**config.mk**
```make
export PLATFORM = sky130hd
export DESIGN_NAME = alu_mc_flat
export DESIGN_NICKNAME = d
export VERILOG_FILES = /design/src/rtl/alu_mc_if.sv /design/src/rtl/alu_mc.sv /design/src/flat_wrapper.sv
export SDC_FILE = /design/constraint.sdc
export NUM_CORES = 1
export LEC_CHECK = 0
export ABC_AREA = 1
export BUFFER_PORTS_ARGS = -buffer_cell sky130_fd_sc_hd__buf_2
export CELL_PAD_IN_SITES_DETAIL_PLACEMENT = 0
export CELL_PAD_IN_SITES_GLOBAL_PLACEMENT = 1
export CORE_MARGIN = 1
export CORE_UTILIZATION = 25
export CTS_BUF_LIST = sky130_fd_sc_hd__clkbuf_8
export CTS_CLUSTER_SIZE = 25
export DETAILED_ROUTE_END_ITERATION = 10
export GPL_TIMING_DRIVEN = 0
export PLACE_DENSITY_LB_ADDON = 0.1
export SLEW_MARGIN = 10
export SYNTH_ARGS = -nofsm -noshare
export SYNTH_HDL_FRONTEND = slang
export SYNTH_SLANG_ARGS = --single-unit
```
**constraint.sdc**
```tcl
create_clock -name clk_i -period 4.9 [get_ports clk_i]
set_input_delay 0.245 -clock clk_i [delete_from_list [all_inputs] [get_ports clk_i]]
set_output_delay 0.245 -clock clk_i [all_outputs]
set_load 0.05 [all_outputs]
```
**src/rtl/alu_mc_if.sv**
```systemverilog
// Opcode package and handshake interface for the multi-cycle ALU.
//   master: issues ops (in_valid_i, op_i, operand_a_i, operand_b_i) and takes
//           results (out_ready_i); sees in_ready_o, out_valid_o, result_o, err_o.
//   slave : the ALU side of the same signals.
package nyakuo_pkg;

  typedef enum logic [4:0] {
    OP_ADD, OP_ADDI, OP_SUB,
    OP_SLL, OP_SLLI, OP_SRL, OP_SRLI, OP_SRA, OP_SRAI,
    OP_XOR, OP_XORI, OP_OR, OP_ORI, OP_AND, OP_ANDI,
    OP_SLT, OP_SLTI, OP_SLTU, OP_SLTIU,
    OP_DIV, OP_DIVU, OP_REM, OP_REMU,
    OP_MUL
  } instruction;

endpackage

interface alu_mc_if #(
  parameter int unsigned XLEN = 32
) ();
  import nyakuo_pkg::*;

  logic            in_valid_i;
  logic            in_ready_o;
  instruction      op_i;
  logic [XLEN-1:0] operand_a_i;
  logic [XLEN-1:0] operand_b_i;
  logic            out_valid_o;
  logic            out_ready_i;
  logic [XLEN-1:0] result_o;
  logic            err_o;

  modport master (
    output in_valid_i, op_i, operand_a_i, operand_b_i, out_ready_i,
    input  in_ready_o, out_valid_o, result_o, err_o
  );

  modport slave (
    input  in_valid_i, op_i, operand_a_i, operand_b_i, out_ready_i,
    output in_ready_o, out_valid_o, result_o, err_o
  );

endinterface

```
**src/rtl/alu_mc.sv**
```systemverilog
// Multi-cycle integer ALU: single-cycle add/sub/shift/logic/compare ops and an
// iterative restoring divider (DIV/DIVU/REM/REMU) retiring DIV_RADIX_W quotient
// bits per cycle.
//   clk_i, rst_ni : clock, asynchronous active-low reset
//   flush_i       : kills an in-flight divide and any pending result
//   bus (slave)   : valid/ready op input, valid/ready registered result + err
module alu_mc
  import nyakuo_pkg::*;
#(
  parameter int unsigned XLEN        = 32,
  parameter int unsigned DIV_RADIX_W = 1
) (
  input logic    clk_i,
  input logic    rst_ni,
  input logic    flush_i,
  alu_mc_if.slave bus
);

  localparam int unsigned SHAMT_W = $clog2(XLEN);
  localparam int unsigned DIV_CYC = XLEN / DIV_RADIX_W;
  localparam int unsigned CNT_W   = $clog2(DIV_CYC);
  localparam logic [XLEN-1:0] MIN_INT = {1'b1, {(XLEN-1){1'b0}}};

  // DIV_WAIT parks a finished quotient/remainder while the output is occupied.
  typedef enum logic [1:0] {S_IDLE, S_DIV_RUN, S_DIV_WAIT} state_t;

  state_t            state_q, state_d;
  logic [XLEN-1:0]   a, b, a_abs, b_abs;
  logic [SHAMT_W-1:0] shamt;
  logic              is_div, div_signed, div_rem, div_special;
  logic [XLEN-1:0]   fast_res;
  logic              fast_err;
  logic              out_free, in_ready_c, accept, load_fast, div_start, div_done;
  logic [XLEN-1:0]   quo_q, rem_q, dvs_q;
  logic [CNT_W-1:0]  cnt_q;
  logic              neg_quo_q, neg_rem_q, is_rem_q;
  logic [XLEN:0]     rem_ext;
  logic [XLEN-1:0]   step_quo, step_rem, fin_quo, fin_rem, div_res;
  logic              out_valid_q, err_q;
  logic [XLEN-1:0]   result_q;

  assign a     = bus.operand_a_i;
  assign b     = bus.operand_b_i;
  assign shamt = b[SHAMT_W-1:0];

  // Divide decode and the cases that finish without iterating.
  always_comb begin
    is_div     = 1'b0;
    div_signed = 1'b0;
    div_rem    = 1'b0;
    case (bus.op_i)
      OP_DIV:  begin is_div = 1'b1; div_signed = 1'b1; end
      OP_DIVU: begin is_div = 1'b1; end
      OP_REM:  begin is_div = 1'b1; div_signed = 1'b1; div_rem = 1'b1; end
      OP_REMU: begin is_div = 1'b1; div_rem = 1'b1; end
      default: ;
    endcase
    div_special = is_div & ((b == '0) | (div_signed & (a == MIN_INT) & (b == '1)));
    a_abs = (div_signed & a[XLEN-1]) ? -a : a;
    b_abs = (div_signed & b[XLEN-1]) ? -b : b;
  end

  // Latency-1 results, including the divide special cases.
  always_comb begin
    fast_res = '0;
    fast_err = 1'b0;
    case (bus.op_i)
      OP_ADD, OP_ADDI:   fast_res = a + b;
      OP_SUB:            fast_res = a - b;
      OP_SLL, OP_SLLI:   fast_res = a << shamt;
      OP_SRL, OP_SRLI:   fast_res = a >> shamt;
      OP_SRA, OP_SRAI:   fast_res = $signed(a) >>> shamt;
      OP_XOR, OP_XORI:   fast_res = a ^ b;
      OP_OR, OP_ORI:     fast_res = a | b;
      OP_AND, OP_ANDI:   fast_res = a & b;
      OP_SLT, OP_SLTI:   fast_res = XLEN'($signed(a) < $signed(b));
      OP_SLTU, OP_SLTIU: fast_res = XLEN'(a < b);
      OP_DIV, OP_DIVU, OP_REM, OP_REMU:
        fast_res = (b == '0) ? (div_rem ? a : '1) : (div_rem ? '0 : MIN_INT);
      default:           fast_err = 1'b1;
    endcase
  end

  assign out_free = ~out_valid_q | bus.out_ready_i;

  // FSM outputs / handshake controls; flush masks every load.
  always_comb begin
    in_ready_c = (state_q == S_IDLE) & out_free;
    accept     = bus.in_valid_i & in_ready_c & ~flush_i;
    load_fast  = accept & (~is_div | div_special);
    div_start  = accept & is_div & ~div_special;
    div_done   = ~flush_i & out_free &
                 (((state_q == S_DIV_RUN) & (cnt_q == '0)) | (state_q == S_DIV_WAIT));
  end

  // FSM next state.
  always_comb begin
    state_d = state_q;
    if (flush_i) begin
      state_d = S_IDLE;
    end else begin
      case (state_q)
        S_IDLE:     if (div_start) state_d = S_DIV_RUN;
        S_DIV_RUN:  if (cnt_q == '0) state_d = out_free ? S_IDLE : S_DIV_WAIT;
        S_DIV_WAIT: if (out_free) state_d = S_IDLE;
        default:    state_d = S_IDLE;
      endcase
    end
  end

  // FSM state register.
  always_ff @(posedge clk_i or negedge rst_ni) begin
    if (!rst_ni) state_q <= S_IDLE;
    else         state_q <= state_d;
  end

  // One cycle of restoring division: DIV_RADIX_W shift/compare/subtract steps.
  always_comb begin
    rem_ext  = '0;
    step_rem = rem_q;
    step_quo = quo_q;
    for (int unsigned i = 0; i < DIV_RADIX_W; i++) begin
      rem_ext = {step_rem, step_quo[XLEN-1]};
      if (rem_ext >= {1'b0, dvs_q}) begin
        step_rem = XLEN'(rem_ext - {1'b0, dvs_q});
        step_quo = {step_quo[XLEN-2:0], 1'b1};
      end else begin
        step_rem = rem_ext[XLEN-1:0];
        step_quo = {step_quo[XLEN-2:0], 1'b0};
      end
    end
  end

  // Sign fixup; a parked result is already fully iterated in the registers.
  always_comb begin
    fin_quo = (state_q == S_DIV_WAIT) ? quo_q : step_quo;
    fin_rem = (state_q == S_DIV_WAIT) ? rem_q : step_rem;
    if (neg_quo_q) fin_quo = -fin_quo;
    if (neg_rem_q) fin_rem = -fin_rem;
    div_res = is_rem_q ? fin_rem : fin_quo;
  end

  // Divider registers: quo_q starts as |dividend| and shifts into the quotient.
  always_ff @(posedge clk_i or negedge rst_ni) begin
    if (!rst_ni) begin
      quo_q     <= '0;
      rem_q     <= '0;
      dvs_q     <= '0;
      cnt_q     <= '0;
      neg_quo_q <= 1'b0;
      neg_rem_q <= 1'b0;
      is_rem_q  <= 1'b0;
    end else if (div_start) begin
      quo_q     <= a_abs;
      rem_q     <= '0;
      dvs_q     <= b_abs;
      cnt_q     <= CNT_W'(DIV_CYC - 1);
      neg_quo_q <= div_signed & (a[XLEN-1] ^ b[XLEN-1]);
      neg_rem_q <= div_signed & a[XLEN-1];
      is_rem_q  <= div_rem;
    end else if (state_q == S_DIV_RUN) begin
      quo_q <= step_quo;
      rem_q <= step_rem;
      cnt_q <= cnt_q - CNT_W'(1);
    end
  end

  // Output register.
  always_ff @(posedge clk_i or negedge rst_ni) begin
    if (!rst_ni) begin
      out_valid_q <= 1'b0;
      result_q    <= '0;
      err_q       <= 1'b0;
    end else if (flush_i) begin
      out_valid_q <= 1'b0;
    end else if (load_fast | div_done) begin
      out_valid_q <= 1'b1;
      result_q    <= load_fast ? fast_res : div_res;
      err_q       <= load_fast & fast_err;
    end else if (bus.out_ready_i) begin
      out_valid_q <= 1'b0;
    end
  end

  assign bus.in_ready_o  = in_ready_c;
  assign bus.out_valid_o = out_valid_q;
  assign bus.result_o    = result_q;
  assign bus.err_o       = err_q;

endmodule

```
**src/flat_wrapper.sv**
```systemverilog
// flat-port wrapper written by rule: the top's interface ports become plain ports
module alu_mc_flat import nyakuo_pkg::*;
#(
  parameter int unsigned XLEN        = 32,
  parameter int unsigned DIV_RADIX_W = 1
)
  (clk_i, rst_ni, flush_i, bus_in_valid_i, bus_op_i, bus_operand_a_i, bus_operand_b_i, bus_out_ready_i, bus_in_ready_o, bus_out_valid_o, bus_result_o, bus_err_o);
  alu_mc_if #(.XLEN(XLEN)) bus_i ();
  input logic clk_i;
  input logic rst_ni;
  input logic flush_i;
  input wire logic [$bits(bus_i.in_valid_i)-1:0] bus_in_valid_i;
  input wire logic [$bits(bus_i.op_i)-1:0] bus_op_i;
  input wire logic [$bits(bus_i.operand_a_i)-1:0] bus_operand_a_i;
  input wire logic [$bits(bus_i.operand_b_i)-1:0] bus_operand_b_i;
  input wire logic [$bits(bus_i.out_ready_i)-1:0] bus_out_ready_i;
  output wire logic [$bits(bus_i.in_ready_o)-1:0] bus_in_ready_o;
  output wire logic [$bits(bus_i.out_valid_o)-1:0] bus_out_valid_o;
  output wire logic [$bits(bus_i.result_o)-1:0] bus_result_o;
  output wire logic [$bits(bus_i.err_o)-1:0] bus_err_o;
  assign bus_i.in_valid_i = bus_in_valid_i;
  assign bus_i.op_i = bus_op_i;
  assign bus_i.operand_a_i = bus_operand_a_i;
  assign bus_i.operand_b_i = bus_operand_b_i;
  assign bus_i.out_ready_i = bus_out_ready_i;
  assign bus_in_ready_o = bus_i.in_ready_o;
  assign bus_out_valid_o = bus_i.out_valid_o;
  assign bus_result_o = bus_i.result_o;
  assign bus_err_o = bus_i.err_o;
  alu_mc #(.XLEN(XLEN), .DIV_RADIX_W(DIV_RADIX_W)) u_core (.clk_i(clk_i), .rst_ni(rst_ni), .flush_i(flush_i), .bus(bus_i));
endmodule
```
==> results.json <==
{
  "final_common_cell": "nand2_1",
  "setup_viol": 0,
  "cts.sinks": 140,
  "hold_viol": 0,
  "dpl_worst_slack_ns": -1.51,
  "avgSynthCellArea_um2": 5.71,
  "cp-start-kind": "input port",
  "clockBufferDepth": 2,
  "fp.dieH_um": 299,
  "whs_path_depth": 4,
  "dieArea_um2": 89600,
  "grt_pass1_vias": 26000,
  "ys_types": 66,
  "grt.total_usage_pct": 30.4,
  "drive_above_1_share_pct": 8.20,
  "core_um2": 87200,
  "peakVddDrop_v": 0.000373,
  "ys.flop_type": "dfrtp_1",
  "power_frac_clock_pct": 8.4,
  "die_w_um": 299,
  "p_int_mw": 5.32,
  "synth_edf_count": 0,
  "slowest_delay_ns": 0.76,
  "ys_async_sr_fraction_pct": 100,
  "cp_cell_sequence": "buf_2 > inv_1 > clkbuf_1 > clkbuf_4 > ha_1 > inv_1 > nor3_4 > nand4_1 > or4_1 > nand3_1 > nand2_1 > inv_2 > a21oi_1 > clkbuf_1 > nor2_1 > a21oi_1",
  "final_util_pct": 28.4,
  "p_switching_mw": 8.71,
  "hold_class": "input port to register",
  "synth_top_cell_area_share_pct": 17.8,
  "fin_nets": 4214,
  "clock_latency_ns": 0.52,
  "p_sw_share_pct": 62.1,
  "remaining_drc_errors": 0,
  "hp-start": "bus_out_ready_i",
  "drt_pass1_iterations": 6,
  "vias": 27300,
  "fin_crit_sh_pct": 98.0,
  "gp_congestion": 1.01,
  "fp-row-count": 108,
  "area_growth_pct": 12.2,
  "cp_data_arrival_time_ns": 5.19,
  "dp_cells": 5134,
  "p_leak_nw": 12.1,
  "pwr-share-comb_pct": 76.4,
  "h-tree-depth": 4,
  "r2r_start": "u_core.rem_q[2]$_DFFE_PN0P_",
  "grt_max_degree": 83,
  "final_cells": 5169,
  "synth_area_um2": 22100,
  "relSlewSlack_pct": 13.0,
  "finalWirelength_mm": 139,
  "reg2reg_depth": 33,
  "synth_nets": 4082,
  "crit_family": "simple AND/OR/NAND/NOR gates",
  "cp-end-kind": "register",
  "io_pins": 109,
  "critPathRequiredTime_ns": 5.29,
  "ys_warn_count": 0,
  "dpl.hpwl_mm": 117,
  "critPathBufInv": 7,
  "vias_per_cell": 5.27,
  "synth-seq-area-share_pct": 15.9,
  "root_buffer": "clkbuf_8",
  "worst_slack_ns": 0.0995,
  "seq_power_share_pct": 15.2,
  "hold_path_end": "u_core.bus.out_valid_o$_DFFE_PN0P_",
  "rsz0062_at_grt": "no",
  "maxCapViolCount": 0,
  "maxSlewViolCount": 0,
  "ant_nets": 0,
  "drtIter0Drc": 2705,
  "reg2reg_to": "u_core.bus.result_o[28]$_DFFE_PN0P_",
  "slowest_stage": "or4_1",
  "syn_inst": 3869,
  "path_clk_slew_ns": 0.09,
  "io_buffers": 108,
  "routedWlPerCell_um": 26.9,
  "skew_ns": 0.0243,
  "synth.top_cells.by_area": "nand2_1, dfrtp_1, inv_1, o21ai_0, ha_1",
  "status": "finished, final reports clean",
  "grt_pass1_wl_mm": 195,
  "antenna_found_initial": 3,
  "fin_crit_ns": 4.80,
  "yosys.area.top_type": "nand2_1",
  "numCtsBuffers": 17,
  "startpoint": "bus_operand_b_i[0]",
  "start_util_pct": 25.3,
  "layout_common_cells": "nand2_1, inv_1, o21ai_0, nor2_1, a21oi_1",
  "gr-total-overflow": 0,
  "tritoncts": "done",
  "timing.fmax_mhz": 208,
  "ys_ff_latch": 140,
  "path_max_fanout": 12,
  "r2r_setup_slack_ns": 0.38,
  "power_density_nw_per_um2": 566,
  "tightest_slew_ns": 1.29,
  "path_class": "input port to register"
}
==> worst register-to-register path: cells and delay by family, from the launching register on <==
family / cells / cell delay, ns
adders and majority gates: 2 / 0.61
DFF: 1 / 0.43
and+or+nand+nor: 25 / 2.63
buffers and inverters: 3 / 0.32
AOI/OAI and AO/OA: 3 / 0.41
==> registers in the layout, indices dropped and copies added, names as in the netlist <==
| register | flops |
|---|---|
| u_core.bus.err_o | 1 |
| u_core.bus.out_valid_o | 1 |
| u_core.bus.result_o | 32 |
| u_core.cnt_q | 5 |
| u_core.dvs_q | 32 |
| u_core.is_rem_q | 1 |
| u_core.neg_quo_q | 1 |
| u_core.neg_rem_q | 1 |
| u_core.quo_q | 32 |
| u_core.rem_q | 32 |
| u_core.state_q | 2 |
==> kinds of logic after synthesis <==
family	count (synthesis)	share of synthesized area, %
AOI/OAI and AO/OA	913	24.0
xor gates and xnor gates	79	3.13
adders and majority gates	139	7.97
buffers and inverters	732	12.9
DFF	140	15.9
muxes	14	0.634
and+or+nand+nor	1852	35.5
==> power by group through the flow <==
stage	Combinational [mW]	Clock (mW)	Sequential, mW
2_1_floorplan	6.80	0	2.37
3_3_place_gp	10.6	0	2.15
3_5_place_dp	10.6	0	2.15
4_1_cts	10.6	1.20	2.13
5_1_grt	11.9	1.24	2.18
6_report	10.7	1.18	2.14
==> worst max path at each step <==
stage,end,slack [ns],depth (start not counted)
3_3_place_gp,u_core.bus.result_o[2]$_DFFE_PN0P_,-1.58,16
2_1_floorplan,u_core.bus.result_o[26]$_DFFE_PN0P_,1.28,32
5_1_grt,u_core.bus.result_o[18]$_DFFE_PN0P_,0.03,22
4_1_cts,u_core.bus.result_o[18]$_DFFE_PN0P_,0.01,22
3_5_place_dp,u_core.bus.result_o[2]$_DFFE_PN0P_,-1.51,18
6_report,u_core.bus.result_o[26]$_DFFE_PN0P_,0.1,16
==> synthesized netlist by cell type, types with 26 or more instances <==
cell      instances
clkbuf_1        117
dfrtp_1         140
nand2_1        1046
xor2_1           76
o211ai_1         29
nor2_1          359
inv_1           541
o21ai_0         370
nand3_1         226
nand2_2          26
o221ai_1         33
nor3_1           52
nand4_1          57
a21oi_1         279
ha_1            136
==> routing by layer <==
metal | GRT usage (%) | share of wire (%) | wire length (um) | vias up
met5 | 0 | 0.011 | 16 | -
met4 | 16.8 | 6.4 | 8950 | 2
met3 | 3.09 | 4.8 | 6630 | 259
met2 | 50.1 | 46 | 63600 | 980
met1 | 38.8 | 43 | 60000 | 13000
li1 | - | - | - | 13000
==> per-stage QoR <==
step                      setup TNS [ns]  total power [mW]  cell area (um2)  hold WS (ns)
final                                  0              14.0            24800        0.0962
after global routing                   0              15.3            24800         0.108
after CTS                              0              13.9            24700        0.0749
after detailed placement         -137.19              12.7            24100         0.239
after global placement           -143.16              12.8            24100         0.466
after floorplan                        0              9.17            22100       -0.0506
==> repair_timing <==
action / in CTS / in global routing
buffers inserted: 0 / 3
hold endpoints to repair: 59 / 0
gates resized for setup: 13 / 37
endpoints found under the setup margin: 125 / 25
pin swaps: 0 / 1
hold buffers: 3 / 0
==> final cells by class <==
| type | count | area (um2) |
|---|---|---|
| multi-input cells | 2997 | 15900 |
| repair buffers | 116 | 642 |
| diodes | 2 | 5.00 |
| clock inverters | 13 | 226 |
| plain buffers | 171 | 764 |
| well taps | 1155 | 1450 |
| fillers | 10200 | 62400 |
| clock buffers | 17 | 234 |
| inverters | 558 | 2100 |
| flip-flops and latches | 140 | 3510 |
Note: power is estimated with default switching activity, not from simulation.
